File: config.mk
export PLATFORM = sky130hd
export DESIGN_NAME = kamacore_writeback_unit
export DESIGN_NICKNAME = d
export VERILOG_FILES = /design/src/rtl/kamacore_pkg.sv /design/src/rtl/kamacore_scoreboard.sv /design/src/rtl/kamacore_writeback_unit.sv
export SDC_FILE = /design/constraint.sdc
export NUM_CORES = 1
export LEC_CHECK = 0
export CAP_MARGIN = 30
export CORE_ASPECT_RATIO = 1.1
export CORE_UTILIZATION = 23
export DETAILED_ROUTE_END_ITERATION = 8
export SYNTH_ARGS = -nofsm -noshare
export SYNTH_HDL_FRONTEND = slang
export SYNTH_SLANG_ARGS = --single-unit
File: constraint.sdc
create_clock -name clk -period 3.1 [get_ports clk]
set_clock_uncertainty 0.15 [all_clocks]
set_input_delay 0.62 -clock clk [delete_from_list [all_inputs] [get_ports clk]]
set_output_delay 0.62 -clock clk [all_outputs]
set_load 0.05 [all_outputs]
File: src/rtl/kamacore_pkg.sv
// Shared widths and the write-stage entry type for the kamacore writeback path.
package kamacore_pkg;

  localparam int unsigned CPU_WIDTH      = 32;
  localparam int unsigned REG_ADDR_WIDTH = 5;
  localparam int unsigned NUM_REGS       = 1 << REG_ADDR_WIDTH;

  typedef struct packed {
    logic                      valid;
    logic [REG_ADDR_WIDTH-1:0] rd;
    logic [CPU_WIDTH-1:0]      data;
  } wb_entry_t;

endpackage

File: src/rtl/kamacore_scoreboard.sv
// Pending-destination scoreboard: one bit per architectural register, x0 never pending.
module kamacore_scoreboard
  import kamacore_pkg::*;
(
  input  logic                      clk,
  input  logic                      rst,
  input  logic                      set_en,
  input  logic [REG_ADDR_WIDTH-1:0] set_a,
  input  logic                      clr_en,
  input  logic [REG_ADDR_WIDTH-1:0] clr_a,
  input  logic [REG_ADDR_WIDTH-1:0] look_a0,
  input  logic [REG_ADDR_WIDTH-1:0] look_a1,
  input  logic [REG_ADDR_WIDTH-1:0] look_a2,
  output logic                      hit0,
  output logic                      hit1,
  output logic                      hit2,
  output logic                      any_pending
);

  logic [NUM_REGS-1:0] pending_q, pending_d;

  // Clear is applied before set so a same-cycle set on the same bit wins.
  always_comb begin
    pending_d = pending_q;
    if (clr_en) pending_d[clr_a] = 1'b0;
    if (set_en) pending_d[set_a] = 1'b1;
    pending_d[0] = 1'b0;
  end

  always_ff @(posedge clk) begin
    if (!rst) pending_q <= '0;
    else      pending_q <= pending_d;
  end

  assign hit0        = (look_a0 != '0) && pending_q[look_a0];
  assign hit1        = (look_a1 != '0) && pending_q[look_a1];
  assign hit2        = (look_a2 != '0) && pending_q[look_a2];
  assign any_pending = |pending_q;

endmodule

File: src/rtl/kamacore_writeback_unit.sv
// Writeback stage: mem/alu result arbitration, one-entry write stage and issue interlock.
// Define KAMACORE_WB_FORWARD_EN to let sources bypass the write currently on the RF port.
module kamacore_writeback_unit
  import kamacore_pkg::*;
(
  input  logic                      clk,
  input  logic                      rst,
  input  logic                      issue_valid,
  input  logic [REG_ADDR_WIDTH-1:0] issue_rd,
  input  logic [REG_ADDR_WIDTH-1:0] issue_rs1,
  input  logic [REG_ADDR_WIDTH-1:0] issue_rs2,
  output logic                      issue_stall,
  input  logic                      alu_valid,
  output logic                      alu_ready,
  input  logic [REG_ADDR_WIDTH-1:0] alu_rd,
  input  logic [CPU_WIDTH-1:0]      alu_data,
  input  logic                      mem_valid,
  output logic                      mem_ready,
  input  logic [REG_ADDR_WIDTH-1:0] mem_rd,
  input  logic [CPU_WIDTH-1:0]      mem_data,
  output logic                      destination_we,
  output logic [REG_ADDR_WIDTH-1:0] destination_a,
  output logic [CPU_WIDTH-1:0]      destination_data,
  output logic                      idle
);

  wb_entry_t wb_q, wb_d;
  logic      hit_rs1, hit_rs2, hit_rd, any_pending;
  logic      byp_rs1, byp_rs2;
  logic      issue_fire, alu_hs, mem_hs;

  kamacore_scoreboard u_scoreboard (
    .clk         (clk),
    .rst         (rst),
    .set_en      (issue_fire),
    .set_a       (issue_rd),
    .clr_en      (destination_we),
    .clr_a       (destination_a),
    .look_a0     (issue_rs1),
    .look_a1     (issue_rs2),
    .look_a2     (issue_rd),
    .hit0        (hit_rs1),
    .hit1        (hit_rs2),
    .hit2        (hit_rd),
    .any_pending (any_pending)
  );

`ifdef KAMACORE_WB_FORWARD_EN
  // The register file bypasses the write on its port, so that source is already safe.
  always_comb begin
    byp_rs1 = destination_we && (issue_rs1 == destination_a);
    byp_rs2 = destination_we && (issue_rs2 == destination_a);
  end
`else
  always_comb begin
    byp_rs1 = 1'b0;
    byp_rs2 = 1'b0;
  end
`endif

  always_comb begin
    issue_stall = rst && issue_valid &&
                  ((hit_rs1 && !byp_rs1) || (hit_rs2 && !byp_rs2) || hit_rd);
    issue_fire  = rst && issue_valid && !issue_stall;
  end

  // Loads have fixed priority over ALU results.
  always_comb begin
    mem_ready = rst;
    alu_ready = rst && !mem_valid;
    mem_hs    = mem_valid && mem_ready;
    alu_hs    = alu_valid && alu_ready;
  end

  always_comb begin
    wb_d = '0;
    if (mem_hs) begin
      wb_d.valid = 1'b1;
      wb_d.rd    = mem_rd;
      wb_d.data  = mem_data;
    end else if (alu_hs) begin
      wb_d.valid = 1'b1;
      wb_d.rd    = alu_rd;
      wb_d.data  = alu_data;
    end
  end

  always_ff @(posedge clk) begin
    if (!rst) wb_q <= '0;
    else      wb_q <= wb_d;
  end

  // Results to x0 occupy the stage but never reach the register file.
  always_comb begin
    destination_we   = rst && wb_q.valid && (wb_q.rd != '0);
    destination_a    = rst ? wb_q.rd : '0;
    destination_data = rst ? wb_q.data : '0;
    idle             = !rst || (!any_pending && !destination_we);
  end

endmodule

-- After elaboration in Yosys (flattened, before gate mapping)
Cells that the tools add are included.
Widths: inputs -> output; s select.
- $lt $le $gt $ge: 6
- muxes and demuxes: 16
- bitwise operators: 3
- reduce and logical (&&, ||, !) cells: 27
- operators with widths (cell ; count):
    $mux 32 ; 3
    $mux 38 ; 2
    $and 32x32->32 ; 1
    $not 32->32 ; 1
    $or 32x32->32 ; 1
    $reduce_or 32->1 ; 1
    $lt 5x6->1 const B ; 4
    $reduce_bool 5->1 ; 4
    $bmux 1 s5 ; 3
    $logic_and 1x1->1 ; 14
    $demux 1 s5 ; 2
    $ge 5x1->1 const B ; 2
    $logic_not 1->1 ; 5
    $mux 1 ; 5
    $mux 5 ; 1
    $logic_or 1x1->1 ; 3
- bits in registers: 70
- bits of input ports: 94
- logic and storage cells: 57

-- Logic depth before layout (Yosys ltp)
- depth after elaboration: 10
- depth in mapped cells: 8

-- Modules after synthesis
Synthesis repeated with hierarchy kept, for this count alone.
- cell total of the unflattened synthesis: 495
- area, all modules: 4241.6 µm²
- modules (own cells, without submodules) (module ; instances ; cells an instance ; area each (µm²)):
    kamacore_scoreboard ; 1 ; 278 ; 2382.3
    kamacore_writeback_unit ; 1 ; 217 ; 1859.3

-- Least setup slack after synthesis
Ideal clock, no wire load.
- path kind: input -> output
- from: in issue_rd[0]
- to: out issue_stall
- data arrival time: 2.652 ns
- data required time: 2.330 ns
- path slack: -0.322 ns
- cell stages on the path: 6
- buffers on the path: 2
- cell sequence: buf_2 buf_1 a2111oi_0 a2111oi_0 a311oi_2 a41oi_1
- word-level cells in the longest chain between the ends: 5
- elaborated cells between the ends (all ways): 6
- classes of those cells: 2 x mux; 4 x reduce/logical
- ends and longest elaborated chain (what ; RTL line ; RTL):
    start, declared ; kamacore_writeback_unit.sv:9 ; input logic [REG_ADDR_WIDTH-1:0] issue_rd,
    $bmux 1 s5 ; kamacore_scoreboard.sv:37 ; assign hit2 = (look_a2 != '0) && pending_q[look_a2];
    $mux 1 (implied by the code) ; kamacore_scoreboard.sv:37 ;
    $logic_and 1x1->1 * ; kamacore_scoreboard.sv:37 ;
    $logic_or 1x1->1 * ; kamacore_writeback_unit.sv:63 ; ((hit_rs1 && !byp_rs1) || (hit_rs2 && !byp_rs2) || hit_rd);
    $logic_and 1x1->1 * ; kamacore_writeback_unit.sv:62 ; issue_stall = rst && issue_valid &&
    end, declared ; kamacore_writeback_unit.sv:12 ; output logic issue_stall,
Mark *: on every way between the ends. The rest lies on a longest branch, timed or not. The select of a mux whose other input is x is not followed.

-- Worst setup path after layout
Ends and elaborated chain as after synthesis.

==> out/qor.yml <==
dr.pass1.iters: 4
ys_seq_area_share_pct: 35.5
place.port_buffers: 135
number_of_nets_at_the_end_of_the_flow: 692
syn2layout_area_growth_pct: 72.3
clock_tree.buffer_depth: 2
grt_setup_unrepaired: "false"
synth-seq-cells: 69
grt_use_total_pct: 15.7
post_synthesis_simple_gate_area_fraction_pct: 25.0
synth_xor_xnor_area_share_pct: 0
category_of_the_worst_setup_path_capture_point: "output port"
fp-row-count: 49
clk_transition_reported_paths_ns: 0.06
worstSkewPairLatency_ns: 0.33
wire_length_of_the_first_global_routing_pass_um: 21500
startpoint_types: "primary input"
cp_max_fo: 5
dpl.hpwl_um: 10500
stage_delay_of_the_slowest_cell_on_the_critical_path_ns: 0.50
worstMarginPinSlew_ns: 0.939
report.final.hold_viol_count: 0
synth-edff-count: 0
globalRouteOverflowTotal: 0
dieArea_um2: 17400
postSynth.asyncResetShare_pct: 0
cpLargestDelayFamily: "compound AO/OA/AOI/OAI gates"
number_of_h_tree_levels: 3
postLayoutCellArea_um2: 6700
min_period_ns: 3.06
crit_path_top_delay_cell: "sky130_fd_sc_hd__mux4_2"
avgViaCountPerCell: 5.09
worst_hold_path_type: "reg -> reg"
max_clock_freq_ghz: 0.327
most_used_standard_cell_by_instance_count_after_synthesis: "sky130_fd_sc_hd__dfxtp_1"
netlist_top_cells_area: "sky130_fd_sc_hd__dfxtp_1 36%, sky130_fd_sc_hd__nor2b_1 8.0%, sky130_fd_sc_hd__a22oi_1 7.9%"
drv_cap: 0
pwr_total_mw: 2.81
syn_warnings: 0
cp_common_cell: "sky130_fd_sc_hd__buf_6"
status: "completed"
main_combinational_cell_family_by_area_after_synthesis: "simple AND/OR/NAND/NOR gates"
vias_in_the_first_global_route: 4043
synth_unique_cells: 49
wirelength_um: 13600
synth_top_cell_area_share_pct: 35.5
timing.setup.critical_path_class: "in -> out"
ant_nets: 0
cp.arrival_ns: 2.29
syn-num-nets: 527
die-width_um: 126
initial_utilization_pct: 23.7
syn-mean-instance-area_um2: 8.98
synth_flop_cell: "sky130_fd_sc_hd__dfxtp_1"
grt_max_degree: 61
fillerInstances: 1637
clock_tree.root_cell: "sky130_fd_sc_hd__clkbuf_16"
routed_wire_length_per_instance_um: 16.9
violation_count_after_the_first_detailed_route_iteration: 276
slew_violations: 0
number_of_endpoints_failing_setup_at_the_final_stage: 0
yosys-mux-area-fraction_pct: 12.2
cp_num_buf_inv: 3
post_synth_fa_ha_maj_area_fraction_pct: 0
chipHeight_um: 138
share_of_cells_above_drive_strength_1_pct: 26.0
antenna_found_initial: 0
syn_inst: 433
fin_crit_sh_pct: 98.7
synth.largest_area_cell: "sky130_fd_sc_hd__dfxtp_1"
num_vias: 4109
totalNegativeSetupSlack_ns: 0
slew_headroom_pct: 37.1
vdd_ir_drop_max_mv: 0.236
power.density_cell_area_nw_per_um2: 419
cts-buffers-inserted: 9
combined_area_of_all_synthesized_cells_um2: 3890
cts_num_sinks: 69
worstPathCellList: "buf_2, buf_6, mux4_2, or2_4, a311oi_4, a41oi_4, buf_6"
postPlaceCellArea_um2: 6150
synth_compound_gate_area_share_pct: 23.0
remaining_drc_errors: 0
core_um2: 16400
io-pin-count: 136
leakagePower_nw: 2.54
synth.cells.most_frequent: "69 x sky130_fd_sc_hd__dfxtp_1, 50 x sky130_fd_sc_hd__nor2b_1, 41 x sky130_fd_sc_hd__a22oi_1"
globalplace.congestion: 0.904
insertedDiodeCount: 0
data_required_critical_path_ns: 2.33
cts_tree: "built"
==> area by class of cell <==
class	count	area, um^2	share of cell area (%)
clock buffers	11	253	3.77
clock inverters	5	129	1.92
inverters	7	26.3	0.392
multi-input cells	323	2480	37.0
flip-flops and latches	69	1380	20.6
well taps	204	255	3.81
repair buffers	188	2180	32.5
==> registers in the layout (all words and copies together), names as in the netlist <==
| register | cells |
|---|---|
| wb_q | 38 |
| u_scoreboard.pending_q | 31 |
==> power by group <==
part           total (mW)  leakage [nW]  switching (mW)  internal [mW]
combinational       0.584          1.79           0.271          0.312
clock                1.29         0.186           0.376          0.913
sequential          0.934         0.564          0.0163          0.917
total                2.81          2.54           0.664           2.14
==> path summary, 6_finish.rpt <==
kind	startpoint	to	slack (ns)	depth (start not counted)
worst max-delay path	issue_rd[0]	issue_stall	0.04	7
worst min register to register	u_scoreboard.pending_q[6]$_SDFF_PN0_	u_scoreboard.pending_q[6]$_SDFF_PN0_	0.43	2
worst max register to register	u_scoreboard.pending_q[12]$_SDFF_PN0_	u_scoreboard.pending_q[24]$_SDFF_PN0_	0.45	9
worst min-delay path	u_scoreboard.pending_q[6]$_SDFF_PN0_	u_scoreboard.pending_q[6]$_SDFF_PN0_	0.43	2
==> layout by cell type, fill, tap and decap left out, types with 3 or more instances in the layout <==
cell and count:
sky130_fd_sc_hd__o21ai_0 31, sky130_fd_sc_hd__and2_1 38, sky130_fd_sc_hd__nand3b_1 5, sky130_fd_sc_hd__nand3_1 11, sky130_fd_sc_hd__a21oi_1 5, sky130_fd_sc_hd__buf_2 5, sky130_fd_sc_hd__buf_12 43, sky130_fd_sc_hd__buf_6 3
sky130_fd_sc_hd__o211ai_1 29, sky130_fd_sc_hd__nand4_1 10, sky130_fd_sc_hd__a22oi_1 41, sky130_fd_sc_hd__nor3_1 3, sky130_fd_sc_hd__mux4_2 11, sky130_fd_sc_hd__buf_4 48, sky130_fd_sc_hd__inv_1 7, sky130_fd_sc_hd__nand2b_1 4
sky130_fd_sc_hd__dfxtp_1 69, sky130_fd_sc_hd__mux2i_1 16, sky130_fd_sc_hd__nand2_1 14, sky130_fd_sc_hd__nor4_1 8, sky130_fd_sc_hd__clkbuf_16 9, sky130_fd_sc_hd__clkdlybuf4s50_1 82, sky130_fd_sc_hd__bufinv_16 4, sky130_fd_sc_hd__dlygate4sd2_1 3
sky130_fd_sc_hd__nor2_1 9, sky130_fd_sc_hd__mux2_2 5, sky130_fd_sc_hd__nor2b_1 46
==> per-stage QoR <==
step | setup WS, ns | util (%) | hold WS [ns] | cells
6_report | 0.0396 | 40.8 | 0.426 | 807
4_1_cts | 0.0175 | 40.6 | 0.416 | 805
3_3_place_gp | -0.440 | 37.4 | 0.399 | 784
3_5_place_dp | -0.441 | 37.4 | 0.406 | 784
5_1_grt | 0.000433 | 40.8 | 0.451 | 807
2_1_floorplan | 0.0548 | - | 0.349 | 433
==> worst register-to-register path, stage by stage (launching register included) <==
cell and delay, ns:
sky130_fd_sc_hd__dfxtp_1 0.38, sky130_fd_sc_hd__mux4_2 0.50, sky130_fd_sc_hd__a2bb2oi_2 0.14, sky130_fd_sc_hd__and4b_1 0.21, sky130_fd_sc_hd__nor4_4 0.33, sky130_fd_sc_hd__buf_4 0.16
sky130_fd_sc_hd__buf_4 0.09, sky130_fd_sc_hd__buf_4 0.13, sky130_fd_sc_hd__nand4_1 0.20, sky130_fd_sc_hd__o41ai_2 0.26
==> kinds of logic (layout without fill, tap and decap cells) <==
group | Yosys count | count (layout)
AND/OR/NAND/NOR | 163 | 163
AO/OA/AOI/OAI | 127 | 127
flip-flops | 69 | 69
buffers and inverters | 41 | 211
multiplexers | 33 | 33
==> timing repair <==
action	4_1_cts	5_1_grt
endpoints found under the setup margin	1	1
pin swaps	6	6
buffers inserted	4	2
cloned	1	0
resized for setup	40	11
hold endpoints to repair	0	0
hold buffers	0	0
==> metal layers <==
metal / up-vias / GRT usage [%] / part of all wire (%)
li1: 1951 / - / -
met1: 1961 / 19.4 / 41
met2: 176 / 25.3 / 48
met3: 21 / 4.57 / 8.1
met4: 0 / 6.85 / 2.4
met5: - / 0 / 0
(Power assumes the default switching activity.)
